### config.mk
export PLATFORM = sky130hd
export DESIGN_NAME = carfield_ext_mst_arb
export DESIGN_NICKNAME = d
export VERILOG_FILES = /design/src/rtl/carfield_ext_mst_arb.sv
export SDC_FILE = /design/constraint.sdc
export NUM_CORES = 1
export LEC_CHECK = 0
export BUFFER_PORTS_ARGS = -buffer_cell sky130_fd_sc_hd__buf_2
export CAP_MARGIN = 20
export CORE_AREA = 2 2 135 137
export CTS_BUF_LIST = sky130_fd_sc_hd__clkbuf_2
export DETAILED_ROUTE_END_ITERATION = 8
export DIE_AREA = 0 0 137 139
export PLACE_DENSITY = 0.41
export SLEW_MARGIN = 20
export SYNTH_ARGS = -nofsm -noshare
export SYNTH_HDL_FRONTEND = slang
export SYNTH_SLANG_ARGS = --single-unit
### constraint.sdc
create_clock -name clk_i -period 2.7 [get_ports clk_i]
set_input_delay 0.675 -clock clk_i [delete_from_list [all_inputs] [get_ports clk_i]]
set_output_delay 0.675 -clock clk_i [all_outputs]
set_load 0.05 [all_outputs]
### src/rtl/carfield_ext_mst_arb.sv
// Round-robin, transaction-locked arbiter from NumReq requesters onto one master port, with
// outstanding-response tracking and response routing. Define CARFIELD_EXT_ARB_TIMEOUT_EN to add the LOCKED-stall watchdog.
module carfield_ext_mst_arb #(
  parameter int NumReq         = 2,
  parameter int DataWidth      = 64,
  parameter int MaxOutstanding = 8,
  parameter int TimeoutCycles  = 1024,
  localparam int SrcW          = (NumReq > 1) ? $clog2(NumReq) : 1
) (
  input  logic                               clk_i,
  input  logic                               rst_ni,
  input  logic [NumReq-1:0]                  req_valid_i,
  output logic [NumReq-1:0]                  req_ready_o,
  input  logic [NumReq-1:0][DataWidth-1:0]   req_data_i,
  input  logic [NumReq-1:0]                  req_last_i,
  output logic                               mst_valid_o,
  input  logic                               mst_ready_i,
  output logic [DataWidth-1:0]               mst_data_o,
  output logic                               mst_last_o,
  output logic [SrcW-1:0]                    mst_src_o,
  input  logic                               rsp_valid_i,
  output logic                               rsp_ready_o,
  input  logic [SrcW-1:0]                    rsp_src_i,
  input  logic [DataWidth-1:0]               rsp_data_i,
  output logic [NumReq-1:0]                  rsp_valid_o,
  input  logic [NumReq-1:0]                  rsp_ready_i,
  output logic [DataWidth-1:0]               rsp_data_o,
  output logic                               busy_o,
  output logic                               err_timeout_o,
  output logic                               dbg_locked_o,
  output logic [7:0]                         dbg_outstanding_o
);

  // Handshakes: a beat transfers in a cycle where valid and ready are both high; a
  // producer holds valid and payload stable until that cycle.
  typedef enum logic {
    ST_IDLE   = 1'b0,
    ST_LOCKED = 1'b1
  } state_e;

  state_e          state_q, state_d;
  logic [SrcW-1:0] owner_q, owner_d;
  logic [SrcW-1:0] ptr_q, ptr_d;
  logic [7:0]      outstanding_q, outstanding_d;

  logic [SrcW-1:0]      winner;
  logic                 any_valid;
  logic                 own_valid;
  logic                 own_last;
  logic [DataWidth-1:0] own_data;
  logic                 mst_hs;
  logic                 txn_done;
  logic                 rsp_hs;
  logic                 grant_ok;

  // Scan from the farthest offset down so the nearest valid index at/after ptr wins.
  always_comb begin
    winner    = '0;
    any_valid = 1'b0;
    for (int off = NumReq - 1; off >= 0; off--) begin
      if (req_valid_i[(int'(ptr_q) + off) % NumReq]) begin
        winner    = SrcW'((int'(ptr_q) + off) % NumReq);
        any_valid = 1'b1;
      end
    end
  end

  always_comb begin
    own_valid = 1'b0;
    own_last  = 1'b0;
    own_data  = '0;
    for (int i = 0; i < NumReq; i++) begin
      if (owner_q == SrcW'(i)) begin
        own_valid = req_valid_i[i];
        own_last  = req_last_i[i];
        own_data  = req_data_i[i];
      end
    end
  end

  assign mst_valid_o = (state_q == ST_LOCKED) && own_valid;
  assign mst_data_o  = own_data;
  assign mst_last_o  = own_last;
  assign mst_src_o   = owner_q;
  assign mst_hs      = mst_valid_o && mst_ready_i;
  assign txn_done    = mst_hs && mst_last_o;

  always_comb begin
    req_ready_o = '0;
    for (int i = 0; i < NumReq; i++) begin
      if ((state_q == ST_LOCKED) && (owner_q == SrcW'(i))) begin
        req_ready_o[i] = mst_ready_i;
      end
    end
  end

  // An index with no requester behind it is accepted and dropped.
  always_comb begin
    rsp_valid_o = '0;
    rsp_ready_o = 1'b1;
    for (int i = 0; i < NumReq; i++) begin
      if (rsp_src_i == SrcW'(i)) begin
        rsp_valid_o[i] = rsp_valid_i;
        rsp_ready_o    = rsp_ready_i[i];
      end
    end
  end

  assign rsp_data_o = rsp_data_i;
  assign rsp_hs     = rsp_valid_i && rsp_ready_o;

  always_comb begin
    outstanding_d = outstanding_q;
    if (txn_done && !rsp_hs) begin
      outstanding_d = outstanding_q + 8'd1;
    end else if (rsp_hs && !txn_done && (outstanding_q != 8'd0)) begin
      outstanding_d = outstanding_q - 8'd1;
    end
  end

  assign grant_ok = (outstanding_q < 8'(MaxOutstanding));

  always_comb begin
    state_d = state_q;
    owner_d = owner_q;
    ptr_d   = ptr_q;
    unique case (state_q)
      ST_IDLE: begin
        if (any_valid && grant_ok) begin
          owner_d = winner;
          state_d = ST_LOCKED;
        end
      end
      ST_LOCKED: begin
        if (txn_done) begin
          ptr_d   = (owner_q == SrcW'(NumReq - 1)) ? '0 : owner_q + SrcW'(1);
          state_d = ST_IDLE;
        end
      end
      default: state_d = ST_IDLE;
    endcase
  end

  always_ff @(posedge clk_i or negedge rst_ni) begin
    if (!rst_ni) begin
      state_q       <= ST_IDLE;
      owner_q       <= '0;
      ptr_q         <= '0;
      outstanding_q <= '0;
    end else begin
      state_q       <= state_d;
      owner_q       <= owner_d;
      ptr_q         <= ptr_d;
      outstanding_q <= outstanding_d;
    end
  end

  assign busy_o            = (state_q == ST_LOCKED) || (outstanding_q != 8'd0);
  assign dbg_locked_o      = (state_q == ST_LOCKED);
  assign dbg_outstanding_o = outstanding_q;

`ifdef CARFIELD_EXT_ARB_TIMEOUT_EN
  localparam int WdW = $clog2(TimeoutCycles + 1);

  logic [WdW-1:0] wd_cnt_q, wd_cnt_d;
  logic           err_q, err_d;

  // The count saturates at the threshold; the flag only clears on reset.
  always_comb begin
    wd_cnt_d = '0;
    err_d    = err_q;
    if ((state_q == ST_LOCKED) && !mst_hs) begin
      wd_cnt_d = (wd_cnt_q == WdW'(TimeoutCycles)) ? wd_cnt_q : wd_cnt_q + WdW'(1);
      if (wd_cnt_d == WdW'(TimeoutCycles)) begin
        err_d = 1'b1;
      end
    end
  end

  always_ff @(posedge clk_i or negedge rst_ni) begin
    if (!rst_ni) begin
      wd_cnt_q <= '0;
      err_q    <= 1'b0;
    end else begin
      wd_cnt_q <= wd_cnt_d;
      err_q    <= err_d;
    end
  end

  assign err_timeout_o = err_q;
`else
  assign err_timeout_o = 1'b0;
`endif

endmodule
# Yosys cells after proc, flatten, opt, wreduce, memory -nomap -nowiden
# Cells that the tools add are included.
# totals
register_bits	11
input_bits	203
out_inout_bits	147
elab_cells	54
# classes
addsub	4
n_lt_le_gt_ge	3
n_mux	23
bitwise	3
reduce_logical	17
# ops
operator	n
two-way mux 64 bit	1
two-way mux 1 bit	19
two-way mux 8 bit	2
logical AND 1 bit	10
adder 8 x 1 -> 8 bit, second input constant	1
less-than comparator 8 x 4 -> 1 bit, second input constant	1
nonzero test 8 bit	1
subtractor 8 x 1 -> 8 bit, second input constant	1
AND reduction 2 bit	2
less-than comparator 2 x 3 -> 1 bit, second input constant	1
adder 1 bit, second input constant	2
zero test 1 bit	2
less-than comparator 1 x 2 -> 1 bit, second input constant	1
NOT 1 bit	2
case mux 1 bit (2 select lines)	1
nonzero test 2 bit	1
bitwise AND 1 bit, first input constant	1
logical OR 1 bit	1

# Logic depth before layout (Yosys ltp)
# Gate-level depths: netlist of the first run.
# depth
ltp_word	10
ltp_mapped	10
ltp_nobuf	9

# Worst setup path after synthesis of the first run
# Ideal clock, no wire load.
# synth_path
path_kind	register to register
from	register owner_q, in the netlist mst_src_o
to	register outstanding_q[6], in the netlist dbg_outstanding_o[6]
setup_time_ns	0.125
arrival_ns	2.649
t_required_ns	2.575
path_slack_ns	-0.074
stages_incl_launch_ff	11
period_less_slack_ns	2.774
cell_sequence	dfrtp_1 -> buf_6 -> mux2_4 -> nand4b_4 -> a21o_4 -> fa_1 -> a21oi_1 -> o211ai_1 -> a21oi_1 -> xnor2_1 -> mux2_4
# synth_via
elab_cells_between_ends	11
cone_classes	mux: 3; reduce/logical: 8
# synth_rtl
element	line_no	source
from (decl)	42	logic [SrcW-1:0] owner_q, owner_d;
from (signal assigned)	152	owner_q <= owner_d;
two-way mux 1 bit (*)	73	if (owner_q == SrcW'(i)) begin
via mst_last_o	19	output logic mst_last_o,
logical AND 1 bit (*)	86	assign txn_done = mst_hs && mst_last_o;
zero test 1 bit	116	end else if (rsp_hs && !txn_done && (outstanding_q != 8'd0)) begin
logical AND 1 bit (2 in series)	116	
nonzero test 2 bit (no line)	n/a	
to (signal assigned)	154	outstanding_q <= outstanding_d;
to (decl)	44	logic [7:0] outstanding_q, outstanding_d;
# Mark *: on every way through the listed nets, which the timed path passes. The rest lies on a longest branch.
# A chain may end at the register's enable or synchronous reset.

# Worst setup path after layout of the first run
# layout_path
from	register outstanding_q[4], in the netlist dbg_outstanding_o[4]
to	output port busy_o
# layout_via
elab_chain_len	2
# layout_rtl
element	line_no	source
nonzero test 8 bit	158	assign busy_o = (state_q == ST_LOCKED) || (outstanding_q != 8'd0);
logical OR 1 bit	158	
to (decl)	28	output logic busy_o,
# No other way between the ends.

==> insert_results.sql, run 1 <==
INSERT INTO impl_metrics (metric_group, metric, value, unit) VALUES
('status', 'run_status', 'finished clean', ''),
('min_path', 'worst_hold_path_type', 'input port to async pin', ''),
('synthesis', 'synth_compound_area_share', '4.77', '%'),
('grt', 'overflow', '0', ''),
('clock_network', 'clk_pin_slew', '120', 'ps'),
('grt', 'globalRouteTotalUtil', '7.44', '%'),
('clock_network', 'clock_latency', '260', 'ps'),
('synthesis', 'post_synth_num_cell_types', '34', ''),
('clock_network', 'cts.path.max_buffers', '2', ''),
('synthesis', 'post_synth_main_area_contributors', 'mux2_2, buf_4, dfrtp_1, mux2_4, ha_1', ''),
('detailed_routing', 'postRouteWirelength', '8.31', 'mm'),
('detailed_routing', 'wirelength_met1', '3.09', 'mm'),
('synthesis', 'syn_area_per_cell', '9.73', 'um^2'),
('timing', 'timing.slew.headroom', '66.3', '%'),
('timing', 'timing.final.crit_share', '94.6', '%'),
('synthesis', 'multiplexer_share_of_the_synthesized_area', '41.3', '%'),
('detailed_routing', 'firstDrtPassIters', '4', ''),
('grt', 'largest_net_degree_at_the_start_of_global_routing', '70', ''),
('synthesis', 'synth-seq-cells', '11', ''),
('die', 'height_of_the_die', '139', 'um'),
('placement', 'finalWeightedCongestion', '0.792', ''),
('clock_network', 'post-cts-setup-buffers', '0', ''),
('placement', 'place_hpwl', '7.28', 'mm'),
('grt', 'number_of_antenna_violations_at_the_first_check_in_global_routing', '1', ''),
('synthesis', 'postSynthCellCount', '213', ''),
('detailed_routing', 'highest-signal-layer', 'met4', ''),
('detailed_routing', 'drt-vias-per-instance', '3.56', ''),
('timing', 'drv_slew', '0', ''),
('timing', 'post-route-worst-setup-slack', '145', 'ps'),
('synthesis', 'post_synthesis_instance_area', '2070', 'um^2'),
('clock_network', 'cts_inserted_buffers', '3', ''),
('detailed_routing', 'route.antenna.remaining_nets', '0', ''),
('finish', 'drive_above_1_share', '83.8', '%'),
('finish', 'leading_cell_type_in_the_layout_fill_and_taps_excluded', 'buf_2', ''),
('detailed_routing', 'detail_route.drc_violations', '0', ''),
('timing', 'setup_violations', '0', ''),
('clock_network', 'clock-root-buffer', 'clkbuf_2', ''),
('clock_network', 'tritoncts_num_sinks', '11', ''),
('worst_setup_path', 'worst-path-max-fanout', '4', ''),
('die', 'dieArea', '19000', 'um^2'),
('finish', 'num_antenna_cells', '0', ''),
('timing', 'layout_min_cycle_time', '2550', 'ps'),
('placement', 'placement.setup.worst_slack', '-156', 'ps'),
('detailed_routing', 'via_count', '2156', ''),
('grt', 'number_of_global_route_vias_before_repair', '2170', ''),
('die', 'placeableCoreArea', '17700', 'um^2'),
('power_and_ir_drop', 'total_leakage_power', '1.58', 'nW'),
('synthesis', 'synth_area_leader_cell', 'mux2_2', ''),
('placement', 'number_of_placed_cells_counting_well_taps', '602', ''),
('worst_setup_path', 'worst_setup_path_end_kind', 'output port', ''),
('run', 'cap_viol_max_count', '0', ''),
('finish', 'final_cells', '606', ''),
('timing', 'grt_setup_unrepaired', 'false', ''),
('synthesis', 'synth_sequential_area_ratio', '13.3', '%'),
('finish', 'fin_nets', '588', ''),
('synthesis', 'yosys.area_share.xor_xnor', '2.96', '%'),
('finish', 'area.growth.synth_to_final', '48.8', '%'),
('detailed_routing', 'detail_route.wl_per_cell', '13.7', 'um'),
('placement', 'place.port_buffers', '220', ''),
('synthesis', 'synth_top_area_share', '35.3', '%'),
('timing', 'max_freq', '391', 'MHz'),
('synthesis', 'post_synth_and_or_nand_nor_area_fraction', '7.18', '%'),
('timing', 'worst_slew_pin_slew', '501', 'ps'),
('synthesis', 'yosys_warnings', '0', ''),
('die', 'start_util', '11.7', '%'),
('worst_setup_path', 'cp_data_required_time', '2030', 'ps'),
('power_and_ir_drop', 'power.density', '1170', 'nW/um^2'),
('die', 'placement_rows', '49', ''),
('detailed_routing', 'routed-wl-met3', '794', 'um'),
('worst_setup_path', 'timing.critical_path.arrival', '1880', 'ps'),
('die', 'num_io_pins', '350', '');
-- layout make-up --
cell class | count | area (um^2)
tap | 229 | 287
inverter | 1 | 3.75
multi-input combinational | 128 | 1290
fill | 1993 | 14600
timing repair buffer | 233 | 1210
sequential | 11 | 277
clock buffer | 4 | 20.0
-- state kept, by name, summed over array words and instances (netlist names) --
| name | count |
|---|---|
| dbg_locked_o | 1 |
| dbg_outstanding_o | 8 |
| mst_src_o | 1 |
| ptr_q | 1 |
-- worst paths after layout --
| check | endpoint | startpoint | slack, ps | cells after the start |
|---|---|---|---|---|
| setup / recovery | busy_o | dbg_outstanding_o[4] | 150 | 5 |
| hold / removal | dbg_outstanding_o[7] | rst_ni | 260 | 1 |
| setup reg to reg | dbg_outstanding_o[7] | mst_src_o | 150 | 10 |
| hold reg to reg | ptr_q | ptr_q | 510 | 2 |
| max in group asynchronous | mst_src_o | rst_ni | 2210 | 1 |
| min in group clk_i | ptr_q | ptr_q | 510 | 2 |
-- routing by layer --
layer	vias to the layer above	track usage, %
met5	-	0
met4	0	2.28
met3	20	0.987
met2	132	14.5
met1	997	8.11
li1	1007	-
-- power breakdown --
part | leakage (nW) | total (mW) | internal (mW) | switching (mW)
combinational | 1.43 | 3.16 | 1.09 | 2.07
clock | 0.0166 | 0.0963 | 0.0393 | 0.0570
sequential | 0.130 | 0.362 | 0.252 | 0.109
total | 1.58 | 3.62 | 1.38 | 2.24
-- cells by family (layout without fill, tap and decap cells) --
group,after synthesis,count (layout)
multiplexers,74,74
flip-flops,11,11
XOR/XNOR,7,7
adder cells (fa/ha/maj),7,7
AND/OR/NAND/NOR,24,24
buffers and inverters,74,238
AO/OA/AOI/OAI,15,15
other,1,1
-- repair_timing --
action                     4_1_cts  5_1_grt
setup endpoints to repair        0        1
resized for setup                0        2
hold buffers                     0        0
-- Yosys cell counts --
| master | instances |
|---|---|
| nor3_1 | 1 |
| nor4_1 | 1 |
| nand4_2 | 1 |
| dfrtp_1 | 11 |
| clkbuf_1 | 4 |
| fa_1 | 1 |
| nand2b_1 | 1 |
| a21o_1 | 1 |
| xnor2_1 | 3 |
| a21oi_1 | 6 |
| inv_1 | 1 |
| xor2_1 | 4 |
| buf_2 | 3 |
| a31oi_1 | 1 |
| nor2_1 | 4 |
| nand2_1 | 8 |
| conb_1 | 1 |
| buf_6 | 1 |
| o21ai_0 | 2 |
| o211ai_1 | 1 |
| nand3b_1 | 1 |
| mux2i_1 | 2 |
| and3_1 | 1 |
| and2_1 | 1 |
| buf_4 | 65 |
| mux2_4 | 7 |
| nand4b_4 | 1 |
| mux2_2 | 65 |
| o31ai_1 | 2 |
| o21a_1 | 1 |
| a21o_4 | 1 |
| nand2_4 | 1 |
| nor2b_1 | 3 |
| ha_1 | 6 |
-- worst max-delay path, cell delays in order (launching register included) --
cell      delay (ps)
dfrtp_1          460
nor4_1           500
nand2b_1         140
nor2_1           210
nand2_1           90
buf_2            220
-- stage by stage --
stage | power, mW | cell area, um^2 | setup TNS [ps] | utilization (%) | hold slack [ps]
after global routing | 3.85 | 3080 | 0 | 17.5 | 243
after floorplan | 3.03 | 2080 | 0 | - | 379
final | 3.62 | 3080 | 0 | 17.5 | 263
after CTS | 3.63 | 3070 | 0 | 17.4 | 256
after global placement | 3.50 | 3050 | -229 | 17.3 | 475
after detailed placement | 3.52 | 3050 | -345 | 17.3 | 478
No activity file was read; power rests on OpenSTA's default activity.
==> run 2: changes to the inputs <==
CORE_AREA = 2 2 138 140   (was 2 2 135 137)
CTS_BUF_LIST = sky130_fd_sc_hd__clkbuf_16   (was sky130_fd_sc_hd__clkbuf_2)
DIE_AREA = 0 0 140 142   (was 0 0 137 139)
PLACE_DENSITY = 0.4   (was 0.41)
==> insert_results.sql, run 2 (same netlist as run 1, synthesis figures left out) <==
INSERT INTO impl_metrics (metric_group, metric, value, unit) VALUES
('run', 'cap_viol_max_count', '0', ''),
('worst_setup_path', 'startpoint', 'rsp_src_i', ''),
('worst_setup_path', 'timing_worst_setup_path_type', 'input port to flop', ''),
('detailed_routing', 'route.antenna.remaining_nets', '0', ''),
('detailed_routing', 'wirelength_met1', '2.88', 'mm'),
('grt', 'number_of_global_route_vias_before_repair', '2082', ''),
('grt', 'number_of_antenna_violations_at_the_first_check_in_global_routing', '5', ''),
('timing', 'max_freq', '398', 'MHz'),
('timing', 'finalHoldViolCount', '0', ''),
('grt', 'overflow', '0', ''),
('clock_network', 'clock-root-buffer', 'clkbuf_16', ''),
('detailed_routing', 'detail_route.wl_per_cell', '14.6', 'um'),
('detailed_routing', 'highest-signal-layer', 'met4', ''),
('power_and_ir_drop', 'netSwitchingFraction', '60.0', '%'),
('power_and_ir_drop', 'p_sw', '2.25', 'mW'),
('timing', 'timing.final.crit_share', '93.1', '%'),
('timing', 'drv_slew', '0', ''),
('worst_setup_path', 'timing.critical_path.arrival', '2630', 'ps'),
('die', 'dieArea', '19900', 'um^2'),
('finish', 'utilization', '16.9', '%'),
('status', 'run_status', 'complete, but fails checks', ''),
('power_and_ir_drop', 'power.share.combinational', '82.5', '%'),
('finish', 'fin_nets', '582', ''),
('detailed_routing', 'postRouteWirelength', '8.89', 'mm'),
('die', 'num_io_pins', '350', ''),
('detailed_routing', 'initialDrtViolationCount', '93', ''),
('clock_network', 'cts-resized-gates', '0', ''),
('placement', 'finalWeightedCongestion', '0.755', ''),
('finish', 'final_design_area_no_fill', '3110', 'um^2'),
('timing', 'maximum_clock_skew_at_final_layout', '3.12', 'ps'),
('worst_setup_path', 'worstReg2RegEnd', 'dbg_outstanding_o[6]', ''),
('finish', 'layout.cells.most_common_list', 'buf_2, mux2_2, dfrtp_1', ''),
('power_and_ir_drop', 'power.density', '1200', 'nW/um^2'),
('clock_network', 'cts_inserted_buffers', '3', ''),
('finish', 'leading_cell_type_in_the_layout_fill_and_taps_excluded', 'buf_2', ''),
('power_and_ir_drop', 'total_leakage_power', '1.58', 'nW'),
('status', 'failed_checks', 'DRC', ''),
('grt', 'globalRouteTotalUtil', '7.73', '%'),
('grt', 'first_pass_grt_wire_length', '11.6', 'mm'),
('worst_setup_path', 'worst-path-max-fanout', '8', ''),
('clock_network', 'cts_hold_buf', '0', ''),
('detailed_routing', 'firstDrtPassIters', '8', ''),
('clock_network', 'tritoncts_num_sinks', '11', ''),
('placement', 'place_hpwl', '8.01', 'mm'),
('worst_setup_path', 'max_stage_delay_on_crit_path', '390', 'ps'),
('clock_network', 'cts_tree', 'built', ''),
('clock_network', 'cts.path.max_buffers', '2', ''),
('detailed_routing', 'routed-wl-met3', '858', 'um'),
('worst_setup_path', 'rr_startpoint', 'mst_src_o', ''),
('worst_setup_path', 'reg2reg_slack', '240', 'ps'),
('worst_setup_path', 'cp_data_required_time', '2820', 'ps'),
('die', 'height_of_the_die', '142', 'um'),
('die', 'die_width', '140', 'um'),
('clock_network', 'clk_pin_slew', '40', 'ps'),
('power_and_ir_drop', 'design_power_total', '3.75', 'mW'),
('worst_setup_path', 'critical-path-slowest-cell', 'fa_1', ''),
('timing', 'hold_ws', '302', 'ps'),
('detailed_routing', 'detail_route.drc_violations', '25', ''),
('die', 'start_util', '11.2', '%'),
('min_path', 'worst_hold_path_type', 'input port to async pin', ''),
('clock_network', 'post-cts-setup-buffers', '0', ''),
('finish', 'drive_above_1_share', '82.7', '%'),
('worst_setup_path', 'worstPathBufferInverterCount', '1', ''),
('power_and_ir_drop', 'vdd_drop_max', '240', 'uV'),
('placement', 'placement.cell_area', '3020', 'um^2'),
('worst_setup_path', 'start_kind', 'input port', ''),
('detailed_routing', 'wl_met2', '4.87', 'mm'),
('worst_setup_path', 'worst_setup_path_end_kind', 'flop', ''),
('detailed_routing', 'drt-vias-per-instance', '3.48', ''),
('detailed_routing', 'via_count', '2121', ''),
('finish', 'largest_register_ff_count', '8', ''),
('worst_setup_path', 'crit_path_cell_trace', 'buf_2 -> mux2_4 -> a21o_4 -> fa_1 -> a21oi_1 -> o211ai_1 -> a21oi_1 -> xnor2_1 -> mux2_4', ''),
('die', 'placement_rows', '50', ''),
('timing', 'layout_min_cycle_time', '2510', 'ps'),
('clock_network', 'clock_latency', '240', 'ps'),
('placement', 'place.port_buffers', '220', ''),
('timing', 'setup_violations', '0', ''),
('power_and_ir_drop', 'pwr-share-seq', '10.4', '%'),
('timing', 'grt_setup_unrepaired', 'false', ''),
('clock_network', 'cts_htree_levels', '1', ''),
('finish', 'area.growth.synth_to_final', '50.1', '%'),
('power_and_ir_drop', 'intPower', '1.50', 'mW'),
('die', 'placeableCoreArea', '18500', 'um^2'),
('worst_setup_path', 'worst_path_dominant_cell_family', 'compound AO/OA/AOI/OAI gates', ''),
('power_and_ir_drop', 'clockPowerShare', '7.0', '%'),
('grt', 'largest_net_degree_at_the_start_of_global_routing', '62', ''),
('worst_setup_path', 'ff2ff_path_depth', '9', '');
[run 2: stage by stage]
stage | setup TNS, ps | worst slack, ps | cells
2_1_floorplan | 0 | 23.7 | 213
3_3_place_gp | -42.9 | -42.9 | 601
3_5_place_dp | -147 | -87.2 | 601
4_1_cts | 0 | 159 | 605
5_1_grt | 0 | 60.4 | 609
6_report | 0 | 186 | 609
[run 2: per-layer routing]
metal	up-vias	track usage, %
met2	156	15.2
met4	0	4.04
met1	955	7.21
li1	995	-
met3	15	2.22
met5	-	0
[run 2: worst max path at each step]
stage | end | slack, ps | cells after the start
4_1_cts | dbg_outstanding_o[6] | 160 | 9
3_5_place_dp | dbg_outstanding_o[6] | -90 | 9
6_report | dbg_outstanding_o[6] | 190 | 9
5_1_grt | dbg_outstanding_o[6] | 60 | 9
3_3_place_gp | dbg_outstanding_o[6] | -40 | 9
2_1_floorplan | dbg_outstanding_o[6] | 20 | 10
[run 2: power groups by stage]
stage / sequential (mW) / combinational [mW] / clock, mW
2_1_floorplan: 0.611 / 2.42 / 0
4_1_cts: 0.399 / 3.13 / 0.271
6_report: 0.391 / 3.09 / 0.264
3_3_place_gp: 0.399 / 3.10 / 0
3_5_place_dp: 0.401 / 3.12 / 0
5_1_grt: 0.414 / 3.26 / 0.288
[run 2: cell type report]
cell class | instances | area (um^2)
Clock inverter | 1 | 3.75
Multi-Input combinational cell | 128 | 1270
Timing Repair Buffer | 227 | 1180
Clock buffer | 3 | 75.1
Fill cell | 2087 | 15300
Tap cell | 234 | 293
Sequential cell | 11 | 277
Antenna cell | 4 | 10.0
Inverter | 1 | 3.75
==> run 3: changes to the inputs <==
CORE_AREA = 3 3 135 137   (was 2 2 138 140)
DIE_AREA = 0 0 138 140   (was 0 0 140 142)
PLACE_DENSITY = 0.42   (was 0.4)
RECOVER_POWER = 100   (was unset)
==> insert_results.sql, run 3 (same netlist as run 1, synthesis figures left out) <==
INSERT INTO impl_metrics (metric_group, metric, value, unit) VALUES
('status', 'run_status', 'finished clean', ''),
('grt', 'number_of_global_route_vias_before_repair', '2230', ''),
('finish', 'area.growth.synth_to_final', '48.0', '%'),
('timing', 'finalHoldViolCount', '0', ''),
('die', 'placement_rows', '48', ''),
('min_path', 'worst_hold_path_type', 'input port to async pin', ''),
('finish', 'drive_above_1_share', '77.9', '%'),
('die', 'start_util', '12.1', '%'),
('finish', 'final_cells', '600', ''),
('detailed_routing', 'via_count', '2143', ''),
('detailed_routing', 'route.antenna.remaining_nets', '0', ''),
('die', 'die_width', '138', 'um'),
('timing', 'layout_min_cycle_time', '2530', 'ps'),
('clock_network', 'tritoncts_num_sinks', '11', ''),
('finish', 'layout.cells.most_common_list', 'buf_2, clkbuf_2, mux2_2', ''),
('placement', 'finalWeightedCongestion', '0.930', ''),
('timing', 'timing.slew.headroom', '56.9', '%'),
('worst_setup_path', 'timing.critical_path.arrival', '2650', 'ps'),
('timing', 'timing.final.crit_share', '93.9', '%'),
('power_and_ir_drop', 'total_leakage_power', '1.55', 'nW'),
('finish', 'final_design_area_no_fill', '3070', 'um^2'),
('clock_network', 'post-cts-setup-buffers', '0', ''),
('worst_setup_path', 'start_kind', 'flop', ''),
('grt', 'largest_net_degree_at_the_start_of_global_routing', '69', ''),
('clock_network', 'cts_inserted_buffers', '3', ''),
('die', 'height_of_the_die', '140', 'um'),
('worst_setup_path', 'cp_data_required_time', '2820', 'ps'),
('placement', 'number_of_placed_cells_counting_well_taps', '596', ''),
('die', 'num_io_pins', '350', ''),
('timing', 'post-route-worst-setup-slack', '166', 'ps'),
('placement', 'place.port_buffers', '220', ''),
('worst_setup_path', 'worst_setup_path_end_kind', 'flop', ''),
('timing', 'hold_ws', '439', 'ps'),
('clock_network', 'cts.path.max_buffers', '2', ''),
('finish', 'fill_cells', '1941', ''),
('grt', 'number_of_antenna_violations_at_the_first_check_in_global_routing', '0', ''),
('detailed_routing', 'drt-vias-per-instance', '3.57', ''),
('placement', 'placement.cell_area', '3030', 'um^2'),
('clock_network', 'cts_hold_buf', '0', ''),
('power_and_ir_drop', 'design_power_total', '3.72', 'mW'),
('timing', 'drv_slew', '0', ''),
('worst_setup_path', 'timing_worst_setup_path_type', 'flop to flop', ''),
('die', 'dieArea', '19300', 'um^2'),
('detailed_routing', 'initialDrtViolationCount', '62', ''),
('timing', 'worst_slew_pin_slew', '646', 'ps'),
('placement', 'place_hpwl', '7.54', 'mm'),
('clock_network', 'cts_htree_levels', '1', ''),
('timing', 'setup_violations', '0', ''),
('die', 'placeableCoreArea', '17200', 'um^2'),
('finish', 'fin_nets', '586', ''),
('clock_network', 'cts_tree', 'built', ''),
('finish', 'largest_register_ff_count', '8', ''),
('clock_network', 'clock-root-buffer', 'clkbuf_16', ''),
('detailed_routing', 'firstDrtPassIters', '4', ''),
('power_and_ir_drop', 'power.density', '1210', 'nW/um^2'),
('timing', 'max_freq', '395', 'MHz'),
('clock_network', 'clk_pin_slew', '40', 'ps'),
('placement', 'placement.setup.worst_slack', '-80.4', 'ps'),
('detailed_routing', 'detail_route.wl_per_cell', '14.2', 'um'),
('run', 'cap_viol_max_count', '0', ''),
('clock_network', 'cts-resized-gates', '0', ''),
('grt', 'overflow', '0', ''),
('grt', 'globalRouteTotalUtil', '7.96', '%'),
('timing', 'grt_setup_unrepaired', 'false', ''),
('power_and_ir_drop', 'vdd_drop_max', '427', 'uV'),
('finish', 'num_antenna_cells', '0', ''),
('grt', 'first_pass_grt_wire_length', '12.7', 'mm'),
('finish', 'leading_cell_type_in_the_layout_fill_and_taps_excluded', 'buf_2', ''),
('worst_setup_path', 'worst-path-max-fanout', '7', ''),
('detailed_routing', 'postRouteWirelength', '8.55', 'mm'),
('detailed_routing', 'detail_route.drc_violations', '0', ''),
('clock_network', 'clock_latency', '230', 'ps'),
('timing', 'maximum_clock_skew_at_final_layout', '0.647', 'ps');
[run 3: cell count changes in the layout (fill, tap and decap cells not counted)]
cell      previous run  this run
buf_2              219       139
clkbuf_2             0        66
clkbuf_1             0        17
diode_2              4         0
clkbuf_4             0         2
buf_12               2         1
mux2_1               0         1
mux2_4               8         7
nand2_1              8         9
nand2_4              1         0
[run 3: metal layers]
layer / up-vias / track usage, % / part of all wire (%)
met3: 14 / 3.55 / 13
met1: 956 / 9.30 / 39
met5: - / 0 / 0
li1: 999 / - / -
met2: 174 / 13.1 / 47
met4: 0 / 2.60 / 1.8
[run 3: cell type report]
cell class	instances	area, um^2	share of cell area, %
multi-input cells	128	1260	41.0
well taps	225	282	9.18
inverters	1	3.75	0.122
clock buffers	3	75.1	2.45
clock inverters	1	3.75	0.122
repair buffers	231	1170	38.1
flip-flops and latches	11	277	9.01
[run 3: stage by stage]
step	util, %	setup TNS [ps]
final	17.9	0
after global routing	17.9	0
after CTS	18.1	0
after detailed placement	17.6	-175
after global placement	17.6	-133
after floorplan	-	0
[run 3: worst paths after layout]
kind,from,end,depth (start not counted),slack (ps)
hold / removal,rst_ni,dbg_outstanding_o[2],1,440
hold reg to reg,ptr_q,ptr_q,2,520
max in group asynchronous,rst_ni,mst_src_o,1,1810
setup / recovery,mst_src_o,dbg_outstanding_o[6],10,170
min in group clk_i,ptr_q,ptr_q,2,520
setup reg to reg,mst_src_o,dbg_outstanding_o[6],10,170
[run 3: critical path: stages (launching register included)]
cell and delay [ps]:
dfrtp_2 480, mux2i_1 200, nand4b_4 220, a21o_4 230, clkbuf_2 140, ha_1 320
nand2_1 100, o211ai_1 190, a21oi_1 110, xnor2_1 130, mux2_1 290
[run 3: power by group]
part | internal, mW | total [mW] | switching (mW) | leakage, nW
Clock | 0.195 | 0.269 | 0.0740 | 0.0423
Sequential | 0.254 | 0.376 | 0.122 | 0.130
Combinational | 0.996 | 3.07 | 2.08 | 1.38
